==> config.mk <==
export PLATFORM = sky130hd
export DESIGN_NAME = alu_issue_stage
export DESIGN_NICKNAME = d
export VERILOG_FILES = /design/src/rtl/alu_issue_stage.sv
export SDC_FILE = /design/constraint.sdc
export NUM_CORES = 1
export LEC_CHECK = 0
export BUFFER_PORTS_ARGS = -buffer_cell sky130_fd_sc_hd__buf_4
export CAP_MARGIN = 20
export CORE_ASPECT_RATIO = 1.4
export CORE_MARGIN = 3
export CORE_UTILIZATION = 59
export DETAILED_ROUTE_END_ITERATION = 7
export PLACE_DENSITY = 0.8
export SETUP_SLACK_MARGIN = 0.2
export SYNTH_ARGS = -nofsm -noshare
export SYNTH_HDL_FRONTEND = slang
export SYNTH_SLANG_ARGS = --single-unit
==> constraint.sdc <==
create_clock -name clk -period 3.1 [get_ports clk]
set_input_delay 0.775 -clock clk [delete_from_list [all_inputs] [get_ports clk]]
set_output_delay 0.775 -clock clk [all_outputs]
set_load 0.01 [all_outputs]
==> src/rtl/alu_issue_stage.sv <==
`default_nettype none
// ---------------------------------------------------------------------------
// alu_issue_stage : decode, 8-entry regfile read, RAW/WAW scoreboard, ALU issue
// Optional writeback bypass: define ALU_ISSUE_FORWARD_EN.        Rev 1.0
// ---------------------------------------------------------------------------
module alu_issue_stage #(
  parameter int N = 16
) (
  input  logic         clk,
  input  logic         rst_n,
  input  logic         in_valid,
  input  logic [15:0]  in_instr,
  output logic         in_ready,
  output logic         out_valid,
  input  logic         out_ready,
  output logic [N-1:0] out_a,
  output logic [N-1:0] out_b,
  output logic [3:0]   out_opcode,
  output logic [2:0]   out_rd,
  input  logic         wb_en,
  input  logic [2:0]   wb_rd,
  input  logic [N-1:0] wb_data,
  output logic [15:0]  stall_cnt
);

  localparam logic [3:0]  C_LAST_OP = 4'd10;
  localparam logic [15:0] C_SAT     = 16'hFFFF;

  logic [N-1:0] r_rf [8];
  logic [7:0]   r_pend;

  logic [3:0]   w_op;
  logic [2:0]   w_rd;
  logic [2:0]   w_rs1;
  logic [2:0]   w_rs2;
  logic         w_unused;
  logic         w_op_valid;
  logic [7:0]   w_wb_hit;
  logic [7:0]   w_pend_eff;
  logic         w_hazard;
  logic         w_free;
  logic         w_accept;
  logic         w_issue;
  logic [N-1:0] w_a;
  logic [N-1:0] w_b;

  assign w_op       = in_instr[15:12];
  assign w_rd       = in_instr[11:9];
  assign w_rs1      = in_instr[8:6];
  assign w_rs2      = in_instr[5:3];
  assign w_unused   = ^in_instr[2:0];
  assign w_op_valid = (w_op <= C_LAST_OP);
  assign w_wb_hit   = wb_en ? (8'd1 << wb_rd) : 8'd0;

`ifdef ALU_ISSUE_FORWARD_EN
  // A writeback landing this cycle resolves its tag, so it no longer blocks.
  assign w_pend_eff = r_pend & ~w_wb_hit;
  assign w_a        = w_wb_hit[w_rs1] ? wb_data : r_rf[w_rs1];
  assign w_b        = w_wb_hit[w_rs2] ? wb_data : r_rf[w_rs2];
`else
  assign w_pend_eff = r_pend;
  assign w_a        = r_rf[w_rs1];
  assign w_b        = r_rf[w_rs2];
`endif

  assign w_hazard = w_op_valid &
                    (w_pend_eff[w_rs1] | w_pend_eff[w_rs2] | w_pend_eff[w_rd]);
  assign w_free   = !out_valid | out_ready;
  assign in_ready = w_free & !w_hazard;
  assign w_accept = in_valid & in_ready;
  assign w_issue  = w_accept & w_op_valid;

  always_ff @(posedge clk) begin
    if (!rst_n) begin
      for (int i = 0; i < 8; i++) begin
        r_rf[i] <= '0;
      end
      r_pend     <= 8'd0;
      out_valid  <= 1'b0;
      out_a      <= '0;
      out_b      <= '0;
      out_opcode <= 4'd0;
      out_rd     <= 3'd0;
      stall_cnt  <= 16'd0;
    end else begin
      if (wb_en) begin
        r_rf[wb_rd] <= wb_data;
      end
      // Set is applied after clear so a same-cycle set on the same bit wins.
      r_pend <= (r_pend & ~w_wb_hit) | (w_issue ? (8'd1 << w_rd) : 8'd0);

      if (w_issue) begin
        out_valid  <= 1'b1;
        out_a      <= w_a;
        out_b      <= w_b;
        out_opcode <= w_op;
        out_rd     <= w_rd;
      end else if (out_ready) begin
        out_valid  <= 1'b0;
      end

      if (in_valid && !in_ready && stall_cnt != C_SAT) begin
        stall_cnt <= stall_cnt + 16'd1;
      end
    end
  end

endmodule
`default_nettype wire

# ---- Yosys cells after proc, flatten, opt, wreduce, memory -nomap -nowiden
# Memories as Yosys holds them, arrays and structs flattened. A register that Yosys moved wholly into a read port is not among the register bits.
# Index checks and enable logic that the tools add are counted.
dict set report totals {
  reg_bits 32
  mem_bits_rw 128
  elab_cells 50
  memories 1
}
# memory words word_bits read_ports rd_clocked_by_memory_dff wr line_no
set mem_list {}
lappend mem_list {r_rf 8 16 2 2 8 29} ;# logic [N-1:0] r_rf [8];
dict set report classes {
  n_addsub 1
  n_lt_le_gt_ge 4
  n_eq_ne 1
  n_shift 2
  mux 17
  n_bitwise 10
  n_reduce_logical 9
}
# cell count
set op_table {}
lappend op_table {{$add A16 B1 Y16 const B} 1}
lappend op_table {{$mux W16} 1}
lappend op_table {{$mux W8} 2}
lappend op_table {{$ne A16 B16 Y1 const B} 1}
lappend op_table {{$reduce_or A16 Y1} 1}
lappend op_table {{$shl A1 B3 Y8 const A} 2}
lappend op_table {{$lt A3 B4 Y1 const B} 3}
lappend op_table {{$mux W1} 10}
lappend op_table {{$bmux W1 S3} 3}
lappend op_table {{$and A8 B8 Y8} 1}
lappend op_table {{$not A8 Y8} 1}
lappend op_table {{$or A8 B8 Y8} 1}
lappend op_table {{$logic_not A1 Y1} 5}
lappend op_table {{$and A1 B1 Y1} 4}
lappend op_table {{$le A4 B4 Y1 const B} 1}
lappend op_table {{$mux W3} 1}
lappend op_table {{$or A1 B1 Y1} 3}
lappend op_table {{$logic_and A1 B1 Y1} 2}
lappend op_table {{$reduce_bool A2 Y1} 1}

# ---- Longest topological paths before layout
# Gate-level depths: netlist (run 1).
dict set report depth {
  word_depth 11
  ltp_mapped 9
}

# ---- Worst setup path before layout (run 1)
# OpenSTA, ideal clock, no wires.
dict set report synth_path {
  kind {input to register}
  startpoint {input wb_rd[1]}
  endpoint {memory r_rf[0][0] (enable)}
  t_arrival_ns 2.280
  required_time_ns 2.683
  setup_slack_ns 0.403
  cell_stages 2
  path_cell_list {nand2b_1 o31ai_1}
}
# item line_no
set synth_rtl {}
lappend synth_rtl {{start: declaration} 21} ;# input logic [2:0] wb_rd,
lappend synth_rtl {{end: declaration} 29}

# ---- Final worst setup path (run 1)
dict set report layout_path {
  startpoint {input in_instr[6]}
  endpoint {output in_ready}
}
dict set report layout_between {
  elab_chain_len 7
}
# item line_no
set layout_rtl {}
lappend layout_rtl {{start: declaration} 12} ;# input logic [15:0] in_instr,
lappend layout_rtl {{$bmux W1 S3} 67} ;# (w_pend_eff[w_rs1] | w_pend_eff[w_rs2] | w_pend_eff[w_rd]);
lappend layout_rtl {{$mux W1 (not written as such)} 67}
lappend layout_rtl {{$or A1 B1 Y1 (2 in series)} 67}
lappend layout_rtl {{$and A1 B1 Y1} 66} ;# assign w_hazard = w_op_valid &
lappend layout_rtl {{$logic_not A1 Y1} 69} ;# assign in_ready = w_free & !w_hazard;
lappend layout_rtl {{$and A1 B1 Y1} 69}
lappend layout_rtl {{end: declaration} 13} ;# output logic in_ready,
# No other way between the ends. The select of a mux whose other input is x is not followed.

==> results of run 1 <==
-- worst max-delay path by stage --
| stage | cells after the start | slack, ps | from | end |
|---|---|---|---|---|
| floorplan | 2 | 400 | wb_rd[1] | r_rf[0][0] |
| global placement | 6 | 290 | in_instr[9] | in_ready |
| detailed placement | 6 | 310 | in_instr[9] | in_ready |
| CTS | 6 | 300 | in_instr[9] | in_ready |
| global route | 6 | 230 | in_instr[9] | in_ready |
| finish | 6 | 290 | in_instr[6] | in_ready |
-- state kept, by name, summed over array words and instances, names as in the netlist --
signal	count
r_pend	8
out_a	16
out_opcode	4
out_b	16
stall_cnt	16
out_rd	3
r_rf	128
out_valid	1
-- per-layer routing --
metal / track usage, % / up-vias
met3: 5.22 / 52
met4: 11.4 / 0
met5: 0 / -
li1: - / 2830
met1: 32.7 / 3164
met2: 46.9 / 284
-- report_power, final --
group / switching [mW] / internal [mW] / leakage [nW]
sequential: 0.0939 / 2.91 / 1.76
combinational: 0.446 / 0.393 / 1.99
clock: 0.904 / 1.17 / 0.257
-- per-stage QoR --
stage                     worst slack [ps]  cell area (um^2)
after global routing                   230             11000
final                                  291             11000
after global placement                 290             10500
after CTS                              303             11000
after floorplan                        403              9580
after detailed placement               306             10500
-- worst min-delay path, stage by stage (launching register included) --
cell and delay (ps):
dfxtp_1 310, nand2_1 50, o21ai_0 60
-- cells in the mapped netlist (2+ instances only) --
master    count  area share (%)
a211oi_2     32             4.2
a21oi_1       9            0.47
and2_1      129             8.4
and3_1        3            0.20
and4_1        4            0.37
buf_2        12            0.63
buf_4         8            0.63
buf_6         4            0.47
clkbuf_1     25            0.98
dfxtp_1      64              13
edfxtp_1    128              40
inv_1        10            0.39
mux2i_1      39             4.1
mux4_2       69              16
nand2_1      20            0.78
nand2b_1     11            0.72
nand3_1      13            0.68
nand4_1       4            0.26
nor2_1       41             1.6
nor3_1        3            0.16
nor4_1        4            0.26
o211ai_1      2            0.16
o21ai_0      13            0.68
o22ai_1       4            0.26
o31ai_1      11            0.86
o32ai_1       4            0.37
or4_1         9            0.71
-- area by class of cell --
cell class	count	area [um^2]	share of cell area [%]
clock buffer	20	437	3.96
clock inverter	12	119	1.08
inverter	11	41.3	0.374
multi-input combinational	441	4130	37.4
sequential	192	5120	46.4
tap	196	245	2.22
timing repair buffer	122	941	8.52
-- kinds of logic after synthesis --
kind of cell / share of synthesized area [%]
simple gates: 14.5
flops: 53.5
mux: 20.6
compound gates: 7.78
buf+inv: 3.55
fa+ha+maj: 0.131
==> out/results.txt, run 1 <==
Fill cells: 1063
Crit path DAT: 2030 ps
LEAKAGE: 4.01 nW
IO Pins: 97
Total track usage: 26.9%
Status: finished clean
Top routing layer in use: met4
Buf/Inv on CP: 2
Slew HR: 52.0%
Async set-reset flop share out of synthesis: 0%
Skew final: 6.72 ps
Synthesis Warnings: 0
Reg2Reg Depth: 8
Core ar.: 0.0157 mm^2
Fmax: 356 MHz
# diodes: 0
Worst hold slack: 463 ps
MaxCap Viol Count: 0
Worst setup EP type: primary output
Clk_lat worst skew: 430 ps
I/O Buffers: 93
Total Neg Setup Slack: 0 ps
RSZ-0062 raised after global routing: no
Total die area: 0.0178 mm^2
# setup viols final: 0
Fin util: 70.1%
Routed vias/inst: 6.37
Max incr delay on CP: 540 ps
TritonCTS Sinks: 192
CTS tree: done
Hold Crit Endpoint: out_rd[0]
Wl on met1: 8390 um
Post-CTS Repair Setup Buffers: 0
Die X: 114 um
DPL Wire Length: 14600 um
GRT overflow: 0
Commonest cells after routing, fill and taps aside: and2_1, edfxtp_1, buf_4
Max-slew violation count: 0
Area Growth Syn to Fin: 15.2%
Post-Synthesis Net Count: 737
Clock Tree Root: clkbuf_16
CTS Buf Count: 17
Period minus WS final: 2810 ps
Final RePlAce weighted congestion: 0.911
Largest net degree at the start of global routing: 51
Max VDD drop: 0.460 mV
Row cnt: 54
Synth cell types: 48
Crit path max-delay family: multiplexers
Non-Filler Instances: 994
Met3 WL: 1600 um
Post-CTS Hold Buffers: 0
Initial core utilization: 60.9%
Placed cells: 962
Critical R2R Capture: stall_cnt[2]
Tot Pwr: 5.92 mW
PD cells: 536 mW/mm^2
Sequential fraction of the synthesis area: 53.5%
Detail Route met2 WL: 12200 um
Vias in the first global route: 6474
Synthesized area: 0.00958 mm^2
Synth Flop Type: edfxtp_1
Hold Path Cell Cnt: 2
Crit path cell chain: buf_4 > mux4_1 > mux2i_1 > a32oi_1 > nor2_1 > buf_4
First-pass GRT wire length: 35600 um
1st-iter DRT viols: 634
H-Tree Depth: 4
Final ANT Viol Nets: 0
Most common cell on crit path: buf_4
Worst EP required: 2320 ps
Post-CTS sizing: 0
Setup crit start kind: input pin
Synth Register Bits: 192
Worst-Margin Slew: 721 ps
Reg2reg setup slack: 840 ps
Most common cell after layout, fill and taps aside: and2_1
Initial antenna violation count: 0
Vias: 6330
Critical setup path kind: in -> out
Fraction of layout cells with a size suffix above 1: 32.1%
Die height: 157 um
Final-report hold violation count: 0
Reg2reg start: stall_cnt[0]
Min-Delay Path Class: reg -> reg
Drt pass-1 iters: 5
Max FO, Critical Path: 3
Nets: 826
Synthesized area per cell: 13.8 um^2
CTS max path bufs: 2
Total Wirelength: 22900 um
Min-delay src: out_rd[0]
Final Cycle Share: 90.6%
Wire per inst: 23.0 um
EDFF count, synth: 128
Worst-path clk slew: 60 ps
Drc violations: 0
Syn Inst Count: 696
Slowest-stage cell, CP: mux4_1
(Power assumes the default switching activity.)
==> inputs of run 2 (changes only) <==
--- a/constraint.sdc
+++ b/constraint.sdc
@@ -3,2 +3,2 @@
 set_output_delay 0.775 -clock clk [all_outputs]
-set_load 0.01 [all_outputs]
+set_load 0.005 [all_outputs]
==> run 2 against run 1 <==
  * Sequential power about the same
  * Critical path depth unchanged
  * Maximum frequency about the same
  * Global-route usage decreased by 0.47 points
  * Via count decreased by 1.3%
  * Final area increased by 0.12%
  * Largest power group unchanged
==> out/results.txt, run 2 (synthesized netlist as in run 1, its figures left out) <==
Status: finished clean (unchanged)
Skew final: 5.90 ps (was 6.72 ps)
Area Growth Syn to Fin: 15.3% (was 15.2%)
Reg2reg setup slack: 930 ps (was 840 ps)
Post-CTS Hold Buffers: 0 (unchanged)
Worst setup EP type: primary output (unchanged)
Placed cells: 961 (was 962)
CTS tree: done (unchanged)
Vias: 6246 (was 6330)
Setup crit start: in_instr[6] (unchanged)
Vias in the first global route: 6614 (was 6474)
Post-Place Setup Slack: 297 ps (was 306 ps)
Non-Filler Instances: 993 (was 994)
Min-delay src: out_opcode[3] (was out_rd[0])
Slew HR: 52.9% (was 52.0%)
Max FO, Critical Path: 3 (unchanged)
Critical R2R Capture: stall_cnt[6] (was stall_cnt[2])
GRT overflow: 0 (unchanged)
Drt pass-1 iters: 7 (was 5)
Reg2Reg Depth: 7 (was 8)
Setup ws final: 291 ps (about the same)
Clk_lat worst skew: 430 ps (about the same)
Initial antenna violation count: 0 (unchanged)
Total Wirelength: 22800 um (was 22900 um)
Period minus WS final: 2810 ps (about the same)
Final-report hold violation count: 0 (unchanged)
Core ar.: 0.0157 mm^2 (unchanged)
Row cnt: 54 (unchanged)
Most common cell on crit path: buf_4 (unchanged)
CP Capture Point: in_ready (unchanged)
Total track usage: 26.4% (was 26.9%)
Setup crit start kind: input pin (unchanged)
Fraction of layout cells with a size suffix above 1: 32.5% (was 32.1%)
CTS Buf Count: 17 (unchanged)
Max-slew violation count: 0 (unchanged)
Reg2reg start: stall_cnt[0] (unchanged)
Nets: 825 (was 826)
Max reg flops: 128 (unchanged)
1st-iter DRT viols: 569 (was 634)
Die X: 114 um (unchanged)
Clock Tree Root: clkbuf_16 (unchanged)
Die height: 157 um (unchanged)
Final RePlAce weighted congestion: 0.922 (was 0.911)
Most flops, register: r_rf (unchanged)
Worst-Margin Slew: 707 ps (was 721 ps)
DPL Wire Length: 14700 um (was 14600 um)
I/O Buffers: 93 (unchanged)
H-Tree Depth: 4 (unchanged)
Max VDD drop: 0.467 mV (was 0.460 mV)
IO Pins: 97 (unchanged)
Initial core utilization: 60.9% (unchanged)
Worst EP required: 2320 ps (about the same)
Routed vias/inst: 6.29 (was 6.37)
# diodes: 0 (unchanged)
MaxCap Viol Count: 0 (unchanged)
Commonest cells after routing, fill and taps aside: and2_1, edfxtp_1, buf_4 (unchanged)
Final ANT Viol Nets: 0 (unchanged)
Total Neg Setup Slack: 0 ps (unchanged)
Min-Delay Path Class: reg -> reg (unchanged)
Largest net degree at the start of global routing: 51 (unchanged)
Total die area: 0.0178 mm^2 (unchanged)
LEAKAGE: 4.01 nW (about the same)
RSZ-0062 raised after global routing: no (unchanged)
Drc violations: 0 (unchanged)
PD cells: 536 mW/mm^2 (about the same)
Crit path cell chain: buf_4 > mux4_1 > mux2i_2 > a32oi_1 > nor2_1 > buf_4 (was buf_4 > mux4_1 > mux2i_1 > a32oi_1 > nor2_1 > buf_4)
Slowest-stage cell, CP: mux4_1 (unchanged)
First-pass GRT wire length: 35200 um (was 35600 um)
Final Cycle Share: 90.6% (about the same)
Wire per inst: 22.9 um (was 23.0 um)
Max incr delay on CP: 570 ps (was 540 ps)
TritonCTS Sinks: 192 (unchanged)
Crit path DAT: 2030 ps (about the same)
Fmax: 356 MHz (about the same)
# setup viols final: 0 (unchanged)
Most common cell after layout, fill and taps aside: and2_1 (unchanged)
CTS max path bufs: 2 (unchanged)
Worst-path clk slew: 70 ps (was 60 ps)
Critical setup path kind: in -> out (unchanged)
-- run 2: area by class of cell --
type,count,area (um^2)
Inverter,11,41.3
Clock inverter,15,144
Clock buffer,17,425
Timing Repair Buffer,121,933
Tap cell,196,245
Multi-Input combinational cell,441,4140
Fill cell,1024,4690
Sequential cell,192,5120
-- run 2: routing by layer --
metal | global-route usage [%] | part of all wire (%) | vias to the layer above
li1 | - | - | 2831
met1 | 31.0 | 36 | 3124
met2 | 47.7 | 54 | 250
met3 | 5.38 | 7.3 | 41
met4 | 9.97 | 2.3 | 0
met5 | 0 | 0 | -
-- run 2: through the flow --
stage | util (%) | cell area (um^2) | hold WS (ps) | total power [mW]
5_1_grt | 70.2 | 11100 | 505 | 6.13
3_5_place_dp | 66.5 | 10500 | 454 | 3.86
3_3_place_gp | 66.5 | 10500 | 444 | 3.82
4_1_cts | 70.2 | 11000 | 463 | 5.95
6_report | 70.2 | 11100 | 463 | 5.92
2_1_floorplan | - | 9580 | 452 | 3.57
-- run 2: critical path, delay by kind of cell --
family,cells,cell delay (ps)
AOI/OAI and AO/OA,1,130
muxes,2,770
and+or+nand+nor,1,120
buffers and inverters,2,230
-- run 2: what timing repair did --
| action | in CTS | in global routing |
|---|---|---|
| setup buffers | 0 | 0 |
| setup endpoints to repair | 0 | 1 |
| gates resized for setup | 0 | 2 |
-- run 2: power breakdown --
| group | switching [mW] | leakage, nW | total [mW] | internal, mW |
|---|---|---|---|---|
| clock network | 0.931 | 0.268 | 2.11 | 1.18 |
| registers | 0.0953 | 1.76 | 3.00 | 2.91 |
| logic | 0.422 | 1.98 | 0.812 | 0.391 |
| total | 1.45 | 4.01 | 5.92 | 4.48 |
-- run 2: how the worst min path moves through the flow --
stage                    end  slack [ps]  cells after the start
3_3_place_gp       out_rd[0]         440                      2
2_1_floorplan  out_opcode[0]         450                      2
5_1_grt        out_opcode[2]         500                      2
4_1_cts        out_opcode[3]         460                      2
6_report       out_opcode[3]         460                      2
3_5_place_dp   out_opcode[3]         450                      2
